## src/rtl/calc_pkg.sv

```systemverilog
// Shared definitions for the calculator's ASCII character protocol.
package calc_pkg;

    localparam logic [7:0] CH_0     = 8'h30;
    localparam logic [7:0] CH_MINUS = 8'h2D;
    localparam logic [7:0] CH_E     = 8'h45;
    localparam logic [7:0] CH_R     = 8'h52;
    localparam logic [7:0] CH_CR    = 8'h0D;
    localparam logic [7:0] CH_LF    = 8'h0A;

    typedef enum logic [2:0] {
        IDLE,
        CONV,
        LOAD,
        SEND,
        GAP,
        DONE
    } fmt_state_t;

endpackage

```

## src/rtl/bin2bcd_seq.sv

```systemverilog
// Serial double-dabble binary to BCD converter, one bit per cycle.
// The load cycle already shifts in the MSB; done marks the final shift.
module bin2bcd_seq
    import calc_pkg::*;
#(
    parameter int RES_W = 16,
    parameter int NDIG  = 5
) (
    input  logic               clk,
    input  logic               rst,
    input  logic               load,
    input  logic [RES_W-1:0]   bin,
    output logic [4*NDIG-1:0]  bcd,
    output logic               done
);

    localparam int CW = $clog2(RES_W + 1);

    logic [RES_W-1:0]  sr_q;
    logic [4*NDIG-1:0] bcd_q;
    logic [CW-1:0]     cnt_q;
    logic              run_q;

    function automatic logic [4*NDIG-1:0] step(
        input logic [4*NDIG-1:0] b,
        input logic              bit_in
    );
        logic [4*NDIG-1:0] a;
        logic [3:0]        nib;
        a = b;
        for (int i = 0; i < NDIG; i++) begin
            nib = b[4*i +: 4];
            a[4*i +: 4] = (nib >= 4'd5) ? nib + 4'd3 : nib;
        end
        return {a[4*NDIG-2:0], bit_in};
    endfunction

    always_ff @(posedge clk) begin
        if (rst) begin
            sr_q  <= '0;
            bcd_q <= '0;
            cnt_q <= '0;
            run_q <= 1'b0;
        end else if (load) begin
            bcd_q <= step('0, bin[RES_W-1]);
            sr_q  <= bin << 1;
            cnt_q <= CW'(1);
            run_q <= 1'b1;
        end else if (run_q) begin
            bcd_q <= step(bcd_q, sr_q[RES_W-1]);
            sr_q  <= sr_q << 1;
            cnt_q <= cnt_q + CW'(1);
            if (cnt_q == CW'(RES_W - 1)) run_q <= 1'b0;
        end
    end

    assign bcd  = bcd_q;
    assign done = run_q && (cnt_q == CW'(RES_W - 1));

endmodule

```

## src/rtl/res_fmt_tx.sv

```systemverilog
// Result formatter: converts an ALU result to ASCII and feeds the UART.
module res_fmt_tx
    import calc_pkg::*;
#(
    parameter int RES_W  = 16,
    parameter int NDIG   = 5,
    parameter int EOL_LF = 1
) (
    input  logic             clk,
    input  logic             rst,
    input  logic [RES_W-1:0] res,
    input  logic             neg,
    input  logic             err,
    input  logic             res_vld,
    input  logic             tx_rdy,
    output logic [7:0]       data,
    output logic             strt,
    output logic             busy
);

    localparam int MAXC  = NDIG + 3;
    localparam int PW    = $clog2(MAXC + 1);
    localparam int DEPTH = 2 ** PW;

    fmt_state_t        state_q;
    logic [RES_W-1:0]  res_q;
    logic              neg_q;
    logic              err_q;
    logic [7:0]        data_q;
    logic              strt_q;
    logic              busy_q;
    logic [PW-1:0]     ptr_q;
    logic [PW-1:0]     len_q;
    logic [PW-1:0]     len_d;
    logic [7:0]        seq_q [DEPTH];
    logic [7:0]        seq_d [DEPTH];
    logic [PW-1:0]     n;
    logic              lead;
    logic [3:0]        dig;
    logic [4*NDIG-1:0] bcd;
    logic              cv_done;
    logic              cv_load;

    assign cv_load = (state_q == IDLE) && res_vld;

    bin2bcd_seq #(
        .RES_W (RES_W),
        .NDIG  (NDIG)
    ) u_b2b (
        .clk  (clk),
        .rst  (rst),
        .load (cv_load),
        .bin  (res),
        .bcd  (bcd),
        .done (cv_done)
    );

    // Character list for the latched result; consumed in LOAD.
    always_comb begin
        seq_d = '{default: 8'h00};
        n     = '0;
        lead  = 1'b1;
        dig   = '0;
        if (err_q) begin
            seq_d[0] = CH_E;
            seq_d[1] = CH_R;
            seq_d[2] = CH_R;
            n        = PW'(3);
        end else begin
            if (neg_q && res_q != '0) begin
                seq_d[n] = CH_MINUS;
                n        = n + PW'(1);
            end
            for (int i = NDIG - 1; i >= 0; i--) begin
                dig = bcd[4*i +: 4];
                if (dig != 4'd0 || i == 0) lead = 1'b0;
                if (!lead) begin
                    seq_d[n] = CH_0 + {4'h0, dig};
                    n        = n + PW'(1);
                end
            end
        end
        seq_d[n] = CH_CR;
        n        = n + PW'(1);
        if (EOL_LF != 0) begin
            seq_d[n] = CH_LF;
            n        = n + PW'(1);
        end
        len_d = n;
    end

    always_ff @(posedge clk) begin
        if (rst) begin
            state_q <= IDLE;
            res_q   <= '0;
            neg_q   <= 1'b0;
            err_q   <= 1'b0;
            data_q  <= 8'h00;
            strt_q  <= 1'b0;
            busy_q  <= 1'b0;
            ptr_q   <= '0;
            len_q   <= '0;
            seq_q   <= '{default: 8'h00};
        end else begin
            strt_q <= 1'b0;
            unique case (state_q)
                IDLE: begin
                    if (res_vld) begin
                        res_q   <= res;
                        neg_q   <= neg;
                        err_q   <= err;
                        busy_q  <= 1'b1;
                        state_q <= CONV;
                    end
                end
                CONV: begin
                    if (cv_done) state_q <= LOAD;
                end
                LOAD: begin
                    seq_q   <= seq_d;
                    len_q   <= len_d;
                    ptr_q   <= '0;
                    state_q <= SEND;
                end
                SEND: begin
                    if (tx_rdy) begin
                        strt_q  <= 1'b1;
                        data_q  <= seq_q[ptr_q];
                        ptr_q   <= ptr_q + PW'(1);
                        state_q <= GAP;
                    end
                end
                GAP: begin
                    if (ptr_q == len_q) begin
                        busy_q  <= 1'b0;
                        state_q <= DONE;
                    end else begin
                        state_q <= SEND;
                    end
                end
                DONE: begin
                    state_q <= IDLE;
                end
                default: begin
                    state_q <= IDLE;
                end
            endcase
        end
    end

    assign data = data_q;
    assign strt = strt_q;
    assign busy = busy_q;

endmodule

```

## config.mk

```make
export PLATFORM = sky130hd
export DESIGN_NAME = res_fmt_tx
export DESIGN_NICKNAME = d
export VERILOG_FILES = /design/src/rtl/calc_pkg.sv /design/src/rtl/bin2bcd_seq.sv /design/src/rtl/res_fmt_tx.sv
export SDC_FILE = /design/constraint.sdc
export NUM_CORES = 1
export LEC_CHECK = 0
export CORE_ASPECT_RATIO = 0.6
export CORE_MARGIN = 2
export CORE_UTILIZATION = 40
export CTS_CLUSTER_SIZE = 20
export DETAILED_ROUTE_END_ITERATION = 16
export SLEW_MARGIN = 10
export SYNTH_ARGS = -nofsm -noshare
export SYNTH_HDL_FRONTEND = slang
export SYNTH_SLANG_ARGS = --single-unit
```

## constraint.sdc

```tcl
create_clock -name clk -period 6.4 [get_ports clk]
set_clock_uncertainty 0.05 [all_clocks]
set_input_delay 1.28 -clock clk [delete_from_list [all_inputs] [get_ports clk]]
set_output_delay 1.28 -clock clk [all_outputs]
set_load 0.02 [all_outputs]
```

# [After elaboration in Yosys (flattened, before gate mapping)]
# Index checks and enable logic that the tools add are counted.
[word_totals] register_bits=208 inputBits=22 output_inout_bits=10
[classes] n_addsub=19 magnitude_cmp=20 eq_ne=10 mux=81 n_bitwise=15 reduce_logical=26
[op_table] cell="$mux W128" n=9
[op_table] cell="$bwmux W128" n=5
[op_table] cell="$demux W8 S4" n=7
[op_table] cell="$mux W104" n=1
[op_table] cell="$and A96 B96 Y96" n=1
[op_table] cell="$not A96 Y96" n=1
[op_table] cell="$and A80 B80 Y80" n=1
[op_table] cell="$mux W8" n=10
[op_table] cell="$not A80 Y80" n=1
[op_table] cell="$mux W4" n=16
[op_table] cell="$or A48 B48 Y48" n=1
[op_table] cell="$ge A5 B5 Y1 const B" n=8
[op_table] cell="$not A4 Y5" n=8
[op_table] cell="$add A6 B4 Y7 const A" n=5
[op_table] cell="$lt A5 B1 Y1 const B" n=7
[op_table] cell="$add A4 B1 Y4 const B" n=8
[op_table] cell="$bmux W8 S4" n=1
[op_table] cell="$mux W16" n=2
[op_table] cell="$or A32 B32 Y32" n=1
[op_table] cell="$mux W24" n=1
[op_table] cell="$ge A4 B3 Y1 const B" n=5
[op_table] cell="$mux W1" n=20
[op_table] cell="$add A4 B2 Y4 const B" n=4
[op_table] cell="$reduce_bool A16 Y1" n=1
[op_table] cell="other kinds (21)" n=47

# [Logic depth before layout (Yosys ltp)]
# Gate-level depths: netlist (run 1).
[depth] ltp_word=27 mapped_depth=22 mapped_depth_nobuf=20

# [Cells and area by module]
# Synthesis (run 1) repeated with hierarchy kept, for this count alone.
[unflattened] hier_cells=1348 area_unflattened_um2=10625.2
[modules_own_cells] mod="res_fmt_tx" n_inst=1 cells_per_inst=1088 area_each_um2=8333.0 seq_area_each_um2=2482.4
[modules_own_cells] mod="bin2bcd_seq" n_inst=1 cells_per_inst=260 area_each_um2=2292.2 seq_area_each_um2=820.8

# [Least setup slack after synthesis (run 1)]
# OpenSTA, ideal clock, no wires.
[synth_path] path_kind="register to register" from="register u_b2b.bcd_q[12], in the netlist u_b2b.bcd[12]" to="register seq_q[48] (netlist name)" arrival_ps=5477 path_slack_ps=756 path_stages_with_launch=21 path_buffers=4 cell_sequence="dfxtp_1 > inv_1 > ha_1 > nor3b_1 > nand2_1 > fa_1 > clkbuf_1 > clkbuf_1 > o22ai_1 > a21o_1 > ha_1 > o21ai_0 > ha_1 > clkbuf_1 > nor2_1 > o21ai_0 > a21oi_1 > xnor2_1 > buf_2 > nand3_1 > a32o_1"
[synth_via] elab_chain_len=22 elab_cells_between_ends=65 classes_between="5 x add/sub; 10 x order compare; 36 x mux; 8 x bitwise; 6 x reduce/logical"
[synth_lines] item="start: declaration" line="bin2bcd_seq.sv:20" source="logic [4*NDIG-1:0] bcd_q;"
[synth_lines] item="start signal: assignment" line="bin2bcd_seq.sv:45" source="bcd_q <= step('0, bin[RES_W-1]);"
[synth_lines] item="start signal: assignment" line="bin2bcd_seq.sv:50" source="bcd_q <= step(bcd_q, sr_q[RES_W-1]);"
[synth_lines] item="$reduce_bool A4 Y1" line="res_fmt_tx.sv:76" source="if (dig != 4'd0 || i == 0) lead = 1'b0;"
[synth_lines] item="$mux W1" line="res_fmt_tx.sv:76"
[synth_lines] item="$mux W1" line="res_fmt_tx.sv:64" source="if (err_q) begin"
[synth_lines] item="$mux W4" line="res_fmt_tx.sv:77" source="if (!lead) begin"
[synth_lines] item="$mux W4" line="res_fmt_tx.sv:64"
[synth_lines] item="$add A4 B1 Y4" line="res_fmt_tx.sv:79" source="n = n + PW'(1);"
[synth_lines] item="$mux W4" line="res_fmt_tx.sv:77"
[synth_lines] item="$mux W4" line="res_fmt_tx.sv:64"
[synth_lines] item="[6 not listed]"
[synth_lines] item="$add A4 B1 Y4" line="res_fmt_tx.sv:84" source="n = n + PW'(1);"
[synth_lines] item="$not A4 Y5 (implied by the code)" line="res_fmt_tx.sv:86" source="seq_d[n] = CH_LF;"
[synth_lines] item="$ge A5 B5 Y1 (implied by the code) or $lt A5 B1 Y1 (tied branches)" line="res_fmt_tx.sv:86"
[synth_lines] item="$logic_and A1 B1 Y1 (implied by the code)" line="res_fmt_tx.sv:86"
[synth_lines] item="$mux W8 (implied by the code)" line="res_fmt_tx.sv:86"
[synth_lines] item="$demux W8 S4" line="res_fmt_tx.sv:86"
[synth_lines] item="$not A96 Y96 (no source line)"
[synth_lines] item="$and A96 B96 Y96 (no source line) (*)"
[synth_lines] item="end signal: assignment" line="res_fmt_tx.sv:120" source="seq_q <= seq_d;"
[synth_lines] item="end: declaration" line="res_fmt_tx.sv:35" source="logic [7:0] seq_q [DEPTH];"
# Mark *: on every way between the ends. The rest lies on a longest branch, timed or not. The select of a mux whose other input is x is not followed.
# A chain may end at the register's enable or synchronous reset.

# [Worst setup path in the final report (run 1)]
[layout_path] from="register u_b2b.bcd_q[16], in the netlist u_b2b.bcd[16]" to="register seq_q[126] (netlist name)"
[layout_via] elab_chain_len=25 elab_cells_between_ends=80 classes_between="6 x add/sub; 12 x order compare; 45 x mux; 10 x bitwise; 7 x reduce/logical"
[layout_lines] item="$reduce_bool A4 Y1" line="res_fmt_tx.sv:76"
[layout_lines] item="$mux W1" line="res_fmt_tx.sv:76"
[layout_lines] item="$mux W1" line="res_fmt_tx.sv:64"
[layout_lines] item="$mux W4" line="res_fmt_tx.sv:77"
[layout_lines] item="$mux W4" line="res_fmt_tx.sv:64"
[layout_lines] item="$add A4 B1 Y4" line="res_fmt_tx.sv:79"
[layout_lines] item="$mux W4" line="res_fmt_tx.sv:77"
[layout_lines] item="$mux W4" line="res_fmt_tx.sv:64"
[layout_lines] item="[9 not listed]"
[layout_lines] item="$add A4 B1 Y4 or $not A4 Y5 (tied branches)" line="res_fmt_tx.sv:84, res_fmt_tx.sv:83"
[layout_lines] item="$not A4 Y5 (implied by the code) (tied with other cells)" line="res_fmt_tx.sv:86"
[layout_lines] item="$ge A5 B5 Y1 (implied by the code) (tied with other cells)" line="res_fmt_tx.sv:86"
[layout_lines] item="$logic_and A1 B1 Y1 (implied by the code) or $mux W8 (tied branches)" line="res_fmt_tx.sv:86, res_fmt_tx.sv:83"
[layout_lines] item="$mux W8 (implied by the code) or $demux W8 S4 (tied branches)" line="res_fmt_tx.sv:86, res_fmt_tx.sv:83"
[layout_lines] item="$demux W8 S4 or $not A80 Y80 (tied branches)"
[layout_lines] item="$not A96 Y96 (no source line) or $and A80 B80 Y80 (tied branches)"
[layout_lines] item="$and A96 B96 Y96 (no source line) (*)"
# Marked as above.

==> summary.txt, run 1 <==
Status
  – Outcome: finished, final reports clean

Clock tree
  – Bufs on Longest Clock Path: 2
  – Number of CTS-inserted buffers: 17
  – CTS tree: yes
  – Clk slew on worst S/H paths: approximately 0.070 ns
  – Post-CTS setup buffers: 0
  – Worst skew pair latency: around 0.46 ns
  – Hold buffer count at cts: 0
  – Post-cts resize count: 0
  – Clk root buf: clkbuf_16
  – TritonCTS Sinks: ~170
  – H-tree levels: 4

Critical path
  – Highest-delay cell along the critical path: fa_1
  – Cell mode on critical path: ha_1
  – Max incr delay on CP: 0.62 ns
  – CP Launch Type: flip-flop
  – Crit Path Category: flip-flop to flip-flop
  – Crit-path max FO: 13
  – Crit end category: flip-flop
  – Critical Path AT: 6.11 ns
  – CP Data Required Time: 6.70 ns
  – Crit-path cells: inv_1 -> ha_1 -> or3b_1 -> clkinv_1 -> nand2_1 -> fa_1 -> o22ai_1 -> a21o_1 -> ha_1 -> o21ai_0 -> ha_1 -> nor2_1 -> o21ai_0 -> a211oi_1 -> o21ai_1 -> a21o_1 -> nand3_1 -> a32o_1

Floorplan
  – Die area: roughly 27,000 µm²
  – Die Ht: 127 µm
  – Die W: between 200 and 250 µm
  – Initial Util: 40.5%
  – Core Footprint: 25,100 µm²
  – # IOs: 32
  – Rows: 45

Route
  – WL per Instance: 22.6 µm
  – Vias per inst: 6.40
  – DR vias: 9,985
  – Initial DRC count: 1,261
  – DRT Wirelength: 35.2 mm
  – Routed Antenna Nets: 0
  – DRC violations left: 0
  – DR pass1 iterations: 8

Layout
  – Layout cells sized above 1: 11.4%
  – Area grow syn2layout: 11.2%
  – Fillers: 2,484
  – Final layout net count: 1,278
  – Final cell count without fillers: 1,561
  – Diode count: 0

Synth
  – Post-synthesis register bit count: 165
  – Post-synthesis average cell area: 8.17 µm²
  – Yosys top cell by area: dfxtp_1
  – Number of enable flip-flop cells after synthesis: 0
  – Post-Synthesis Cells: between 1k and 1.5k
  – Dominant synthesized flop cell: dfxtp_1
  – Area fraction of the dominant cell type after synthesis: 32.5%
  – Fraction of registers with async set/reset: 0%
  – Synth cell types: 81
  – Post-synthesis cell area: between 10,000 and 15,000 µm²
  – Sequential share of the synthesized area: 32.5%
  – Top cells by area, synth: dfxtp_1 32%, nand2_1 6.2%, mux4_2 5.5%, a21oi_1 5.2%, ha_1 4.2%
  – Syn nets: 1,302
  – Ys Warns: 0

STA
  – Fin crit period: 5.81 ns
  – Fin crit share: 90.8%
  – Slew @ Worst Pin: 1.04 ns
  – Slew Viols, Final: 0
  – Final setup violation count: 0
  – Fmax: 172 MHz
  – Relative max-transition margin: 30.3%
  – Fin. Hold Viols: 0
  – RSZ-0062 raised after global routing: false
  – Total negative setup slack: 0 ns

Job
  – Max Cap Viol: 0

Pwr
  – Switch Pwr: about 1.1 mW
  – VDD IR max: approximately 0.24 mV
  – Flop pwr share: 39.5%
  – Combinational share of power: a little over a quarter
  – Clock power share: 34.4%
  – Leak: a little under 4 nW
  – Power Density: approximately 270 nW/µm²
  – Internal: 1.99 mW
  – Switching part of the total: 34.8%

Global routing
  – Initial antenna violation count: 0
  – Total grt overflow: 0
  – Vias in the first global route: 9,107
  – Gr usage total: 26.5%
  – Largest net degree at the start of global routing: between 60 and 70
  – First-pass GRT wire length: between 50 and 60 mm

Placement
  – IO Port Bufs: 30
  – Dpl cells: 1,531
  – HPWL Detailed: 25.4 mm
  – Routability cong.: 0.998

Worst hold path
  – Min-Delay Path Class: flip-flop to flip-flop
[routing by layer]
layer  part of all wire [%]  up-vias  track usage [%]
li1                       -     4531                -
met1                     47     4804             40.0
met2                     38      592             35.9
met3                     13       58             7.77
met4                    1.8        0             7.51
met5                      0        -                0
[power groups by stage]
stage	Clock (mW)	Sequential [mW]	Combinational [mW]
final	1.05	1.21	0.798
after global routing	1.10	1.22	0.865
after CTS	1.06	1.21	0.778
after detailed placement	0	1.23	0.776
after global placement	0	1.22	0.771
after floorplan	0	1.19	0.553
[worst max-delay path: cells and delay by family (launching register included)]
family          cells  cell delay, ns
buf+inv             2            0.29
simple gates        4            0.99
fa+ha+maj           4            1.53
flops               1            0.35
compound gates      8            2.49
[state kept, by name (all words and copies together), names as in the netlist]
| signal | flops |
|---|---|
| res_q | 16 |
| seq_q | 86 |
| u_b2b.sr_q | 15 |
| strt | 1 |
| state_q | 3 |
| busy | 1 |
| data | 7 |
| u_b2b.cnt_q | 5 |
| len_q | 4 |
| err_q | 1 |
| u_b2b.run_q | 1 |
| u_b2b.bcd | 20 |
| neg_q | 1 |
| ptr_q | 4 |
[cells in the mapped netlist, types with 14 or more instances]
library cell	instances
ha_1	34
mux4_2	25
o21ai_0	55
nand2_1	169
a32oi_1	16
inv_1	27
nand3_1	42
a211oi_1	17
nor2_1	112
nor4_1	14
dfxtp_1	165
clkbuf_1	90
a31oi_1	14
a32o_1	20
nor3_1	28
mux2i_1	23
a311oi_1	21
a21oi_1	106
nor2b_1	15
mux2_2	20
[final cells by class]
cell class / count / area [µm²] / share of cell area (%)
inverter: 30 / 113 / 0.996
timing repair buffer: 64 / 553 / 4.89
clock buffer: 19 / 453 / 4.01
tap: 329 / 412 / 3.64
multi-input combinational: 943 / 6340 / 56.1
sequential: 165 / 3300 / 29.2
clock inverter: 11 / 126 / 1.12
[path summary, 6_finish.rpt]
path         cells past startpoint         end  slack (ns)     startpoint
min reg2reg                      2   seq_q[10]        0.40      seq_q[10]
min                              2   seq_q[10]        0.40      seq_q[10]
max reg2reg                     18  seq_q[126]        0.59  u_b2b.bcd[16]
max                             18  seq_q[126]        0.59  u_b2b.bcd[16]
[cells in the final DEF, fill, tap and decap left out, drive strengths merged, types with 12 or more instances in the layout]
cell           Yosys  layout
nand2            169     169
mux2              20      20
nor4              14      14
mux2i             23      23
buf               17      35
a211oi            18      18
clkbuf            90      19
a32o              20      20
a21oi            108     108
a311oi            21      21
a211o             12      12
mux4              25      25
a31oi             14      14
a32oi             16      16
xnor2             13      13
inv               28      31
nor3              31      31
and3              13      13
dfxtp            165     165
clkdlybuf4s50      0      29
o21ai             59      59
o211ai            12      12
nand3             42      42
xor2              12      12
nor2b             15      15
ha                34      34
nor2             114     114
[per-stage QoR]
step | hold slack [ns] | instance area [µm²] | setup WS (ns) | total power, mW | utilization (%)
2_1_floorplan | 0.365 | 10200 | 0.756 | 1.74 | -
3_3_place_gp | 0.382 | 10700 | 1.04 | 1.99 | 42.7
3_5_place_dp | 0.389 | 10700 | 0.820 | 2.00 | 42.7
4_1_cts | 0.405 | 11300 | 0.762 | 3.05 | 45.0
5_1_grt | 0.427 | 11300 | 0.264 | 3.18 | 45.0
6_report | 0.402 | 11300 | 0.589 | 3.06 | 45.0
[cell families after synthesis]
group                      share of synthesized area (%)
muxes                                               10.0
buffers and inverters                               5.29
other                                             0.0369
DFF                                                 32.5
AOI/OAI and AO/OA                                   24.6
xor gates and xnor gates                            2.38
adders and majority gates                           4.38
and+or+nand+nor                                     20.8
(Power assumes the default switching activity.)
==> run 2: changes to the inputs <==
==> constraint.sdc (replaced) <==
create_clock -name clk -period 6.4 [get_ports clk]
set_clock_uncertainty 0.05 [all_clocks]
set_input_delay 1.92 -clock clk [delete_from_list [all_inputs] [get_ports clk]]
set_output_delay 1.92 -clock clk [all_outputs]
set_load 0.02 [all_outputs]
==> summary.txt, run 2 (same netlist as run 1, synthesis figures left out) <==
Floorplan
  – # IOs: 32 (unchanged)
  – Initial Util: 40.5% (unchanged)
  – Die Ht: 127 µm (unchanged)
  – Core Footprint: 25,100 µm² (unchanged)
  – Die area: 26,800 µm² (unchanged)
  – Die W: 210 µm (unchanged)
  – Rows: 45 (unchanged)

STA
  – Slew Viols, Final: 0 (unchanged)
  – Fin crit share: 90.9% (was 90.8%)
  – Fmax: 172 MHz (about the same)
  – Fin crit period: 5.82 ns (was 5.81 ns)
  – Relative max-transition margin: 30.8% (was 30.3%)
  – Final setup violation count: 0 (unchanged)
  – Slew @ Worst Pin: 1.04 ns (about the same)
  – Hold slack: 0.404 ns (was 0.402 ns)
  – Fin. Hold Viols: 0 (unchanged)
  – Total negative setup slack: 0 ns (unchanged)
  – RSZ-0062 raised after global routing: false (unchanged)

Layout
  – Storage cell area: 3300 µm² (unchanged)
  – Max FFs per register: 86 (unchanged)
  – Final layout net count: 1,279 (was 1,278)
  – Biggest register: seq_q (unchanged)
  – Area of the multi-input gates: 6340 µm² (unchanged)
  – Area grow syn2layout: 11.6% (was 11.2%)
  – Layout cells sized above 1: 11.7% (was 11.4%)
  – Fillers: 2,516 (was 2,484)
  – Diode count: 0 (unchanged)
  – Most frequent cells in the layout: 169 x nand2_1, 164 x dfxtp_1, 110 x nor2_1, 106 x a21oi_1, 55 x o21ai_0 (unchanged)
  – Commonest non-fill, non-tap cell in the layout: nand2_1 (unchanged)

Global routing
  – Total grt overflow: 0 (unchanged)
  – First-pass GRT wire length: 54.0 mm (unchanged)
  – Gr usage total: 26.4% (was 26.5%)
  – Initial antenna violation count: 0 (unchanged)
  – Vias in the first global route: 9,037 (was 9,107)
  – Largest net degree at the start of global routing: 64 (unchanged)

Clock tree
  – Post-cts resize count: 0 (unchanged)
  – Clk slew on worst S/H paths: 0.07 ns (about the same)
  – Hold buffer count at cts: 0 (unchanged)
  – Worst skew pair latency: 0.45 ns (was 0.46 ns)
  – Bufs on Longest Clock Path: 2 (unchanged)
  – Number of CTS-inserted buffers: 17 (unchanged)
  – TritonCTS Sinks: 165 (unchanged)
  – H-tree levels: 4 (unchanged)
  – CTS tree: yes (unchanged)
  – Clk root buf: clkbuf_16 (unchanged)
  – Post-CTS setup buffers: 0 (unchanged)

Route
  – DR pass1 iterations: 6 (was 8)
  – Vias per inst: 6.34 (was 6.40)
  – Routed Antenna Nets: 0 (unchanged)
  – WL per Instance: 22.4 µm (was 22.6 µm)
  – Initial DRC count: 1,220 (was 1,261)
  – DRT Wirelength: 35.0 mm (was 35.2 mm)
  – DRC violations left: 0 (unchanged)
  – DR vias: 9,919 (was 9,985)

Critical path
  – Crit end category: flip-flop (unchanged)
  – R2R Setup Slk: 0.58 ns (was 0.59 ns)
  – CP Launch Type: flip-flop (unchanged)
  – Worst r2r path cells: 16 (was 18)
  – Crit Path Category: flip-flop to flip-flop (unchanged)
  – Critical R2R Capture: seq_q[91] (was seq_q[126])
  – Crit-path max FO: 10 (was 13)
  – Critical Path AT: 6.07 ns (was 6.11 ns)
  – R2r startpoint: u_b2b.bcd[12] (was u_b2b.bcd[16])
  – CP Data Required Time: 6.65 ns (was 6.70 ns)

Placement
  – HPWL Detailed: 25.3 mm (was 25.4 mm)
  – IO Port Bufs: 30 (unchanged)
  – Routability cong.: 1.00 (was 0.998)

Worst hold path
  – WHS Path Cells: 2 (unchanged)
  – Hold EP: data[1] (was seq_q[10])
  – Hold path start: data[1] (was seq_q[10])
  – Min-Delay Path Class: flip-flop to flip-flop (unchanged)

Pwr
  – Combinational share of power: 25.8% (was 26.1%)
  – Internal: 2.03 mW (was 1.99 mW)
  – Leak: 3.98 nW (was 3.94 nW)
  – Switching part of the total: 34.6% (was 34.8%)
  – Switch Pwr: 1.07 mW (was 1.06 mW)
  – Clock power share: 35.2% (was 34.4%)
  – Power Density: 273 nW/µm² (was 271 nW/µm²)
  – Flop pwr share: 39.0% (was 39.5%)
  – VDD IR max: 0.150 mV (was 0.244 mV)

Job
  – Max Cap Viol: 0 (unchanged)

Status
  – Outcome: finished, final reports clean (unchanged)
run 2: final cells by class:
type / count / area share, %
clock buffers: 21 / 4.23
multi-input cells: 943 / 55.9
clock inverters: 11 / 1.22
flip-flops and latches: 165 / 29.1
inverters: 30 / 0.992
well taps: 329 / 3.63
repair buffers: 65 / 4.94
run 2: power groups by stage:
stage | combinational (mW) | sequential (mW) | clock, mW
floorplan | 0.553 | 1.19 | 0
global placement | 0.771 | 1.23 | 0
detailed placement | 0.777 | 1.23 | 0
CTS | 0.780 | 1.21 | 1.10
global route | 0.866 | 1.22 | 1.14
finish | 0.798 | 1.21 | 1.09
run 2: worst max-delay path by stage:
stage,slack (ns),start,depth (start not counted),endpoint
6_report,0.58,u_b2b.bcd[12],16,seq_q[91]
5_1_grt,0.26,u_b2b.bcd[16],17,seq_q[126]
4_1_cts,0.75,u_b2b.bcd[12],17,seq_q[126]
3_5_place_dp,0.80,u_b2b.bcd[12],17,seq_q[126]
3_3_place_gp,1.04,res_q[5],18,seq_q[48]
2_1_floorplan,0.76,u_b2b.bcd[12],20,seq_q[48]
run 2: metal layers:
layer | global-route usage, % | up-vias | part of all wire, %
met5 | 0 | - | 0
met4 | 9.43 | 0 | 2.4
met3 | 7.08 | 59 | 12
met2 | 34.8 | 541 | 38
met1 | 40.4 | 4775 | 48
li1 | - | 4544 | -
run 2: per-stage QoR:
stage	total power [mW]	area (µm²)	worst slack, ns	util, %	std cells
3_3_place_gp	2.00	10700	1.04	42.7	1532
4_1_cts	3.09	11400	0.746	45.2	1564
5_1_grt	3.22	11400	0.264	45.2	1564
2_1_floorplan	1.74	10200	0.756	-	1245
3_5_place_dp	2.01	10700	0.796	42.7	1532
6_report	3.10	11400	0.584	45.2	1564
run 2: critical path: stages (launching register included):
cell and delay, ns:
dfxtp_1 0.54, inv_1 0.13, ha_1 0.27, nor3b_1 0.16, buf_4 0.18, nand2_1 0.19
fa_1 0.52, xnor2_1 0.34, ha_1 0.31, o21ai_0 0.34, ha_1 0.38, nor2_1 0.08
o21ai_0 0.37, and2_1 0.58, nor3_2 0.18, a2111oi_0 0.86, a211oi_1 0.17
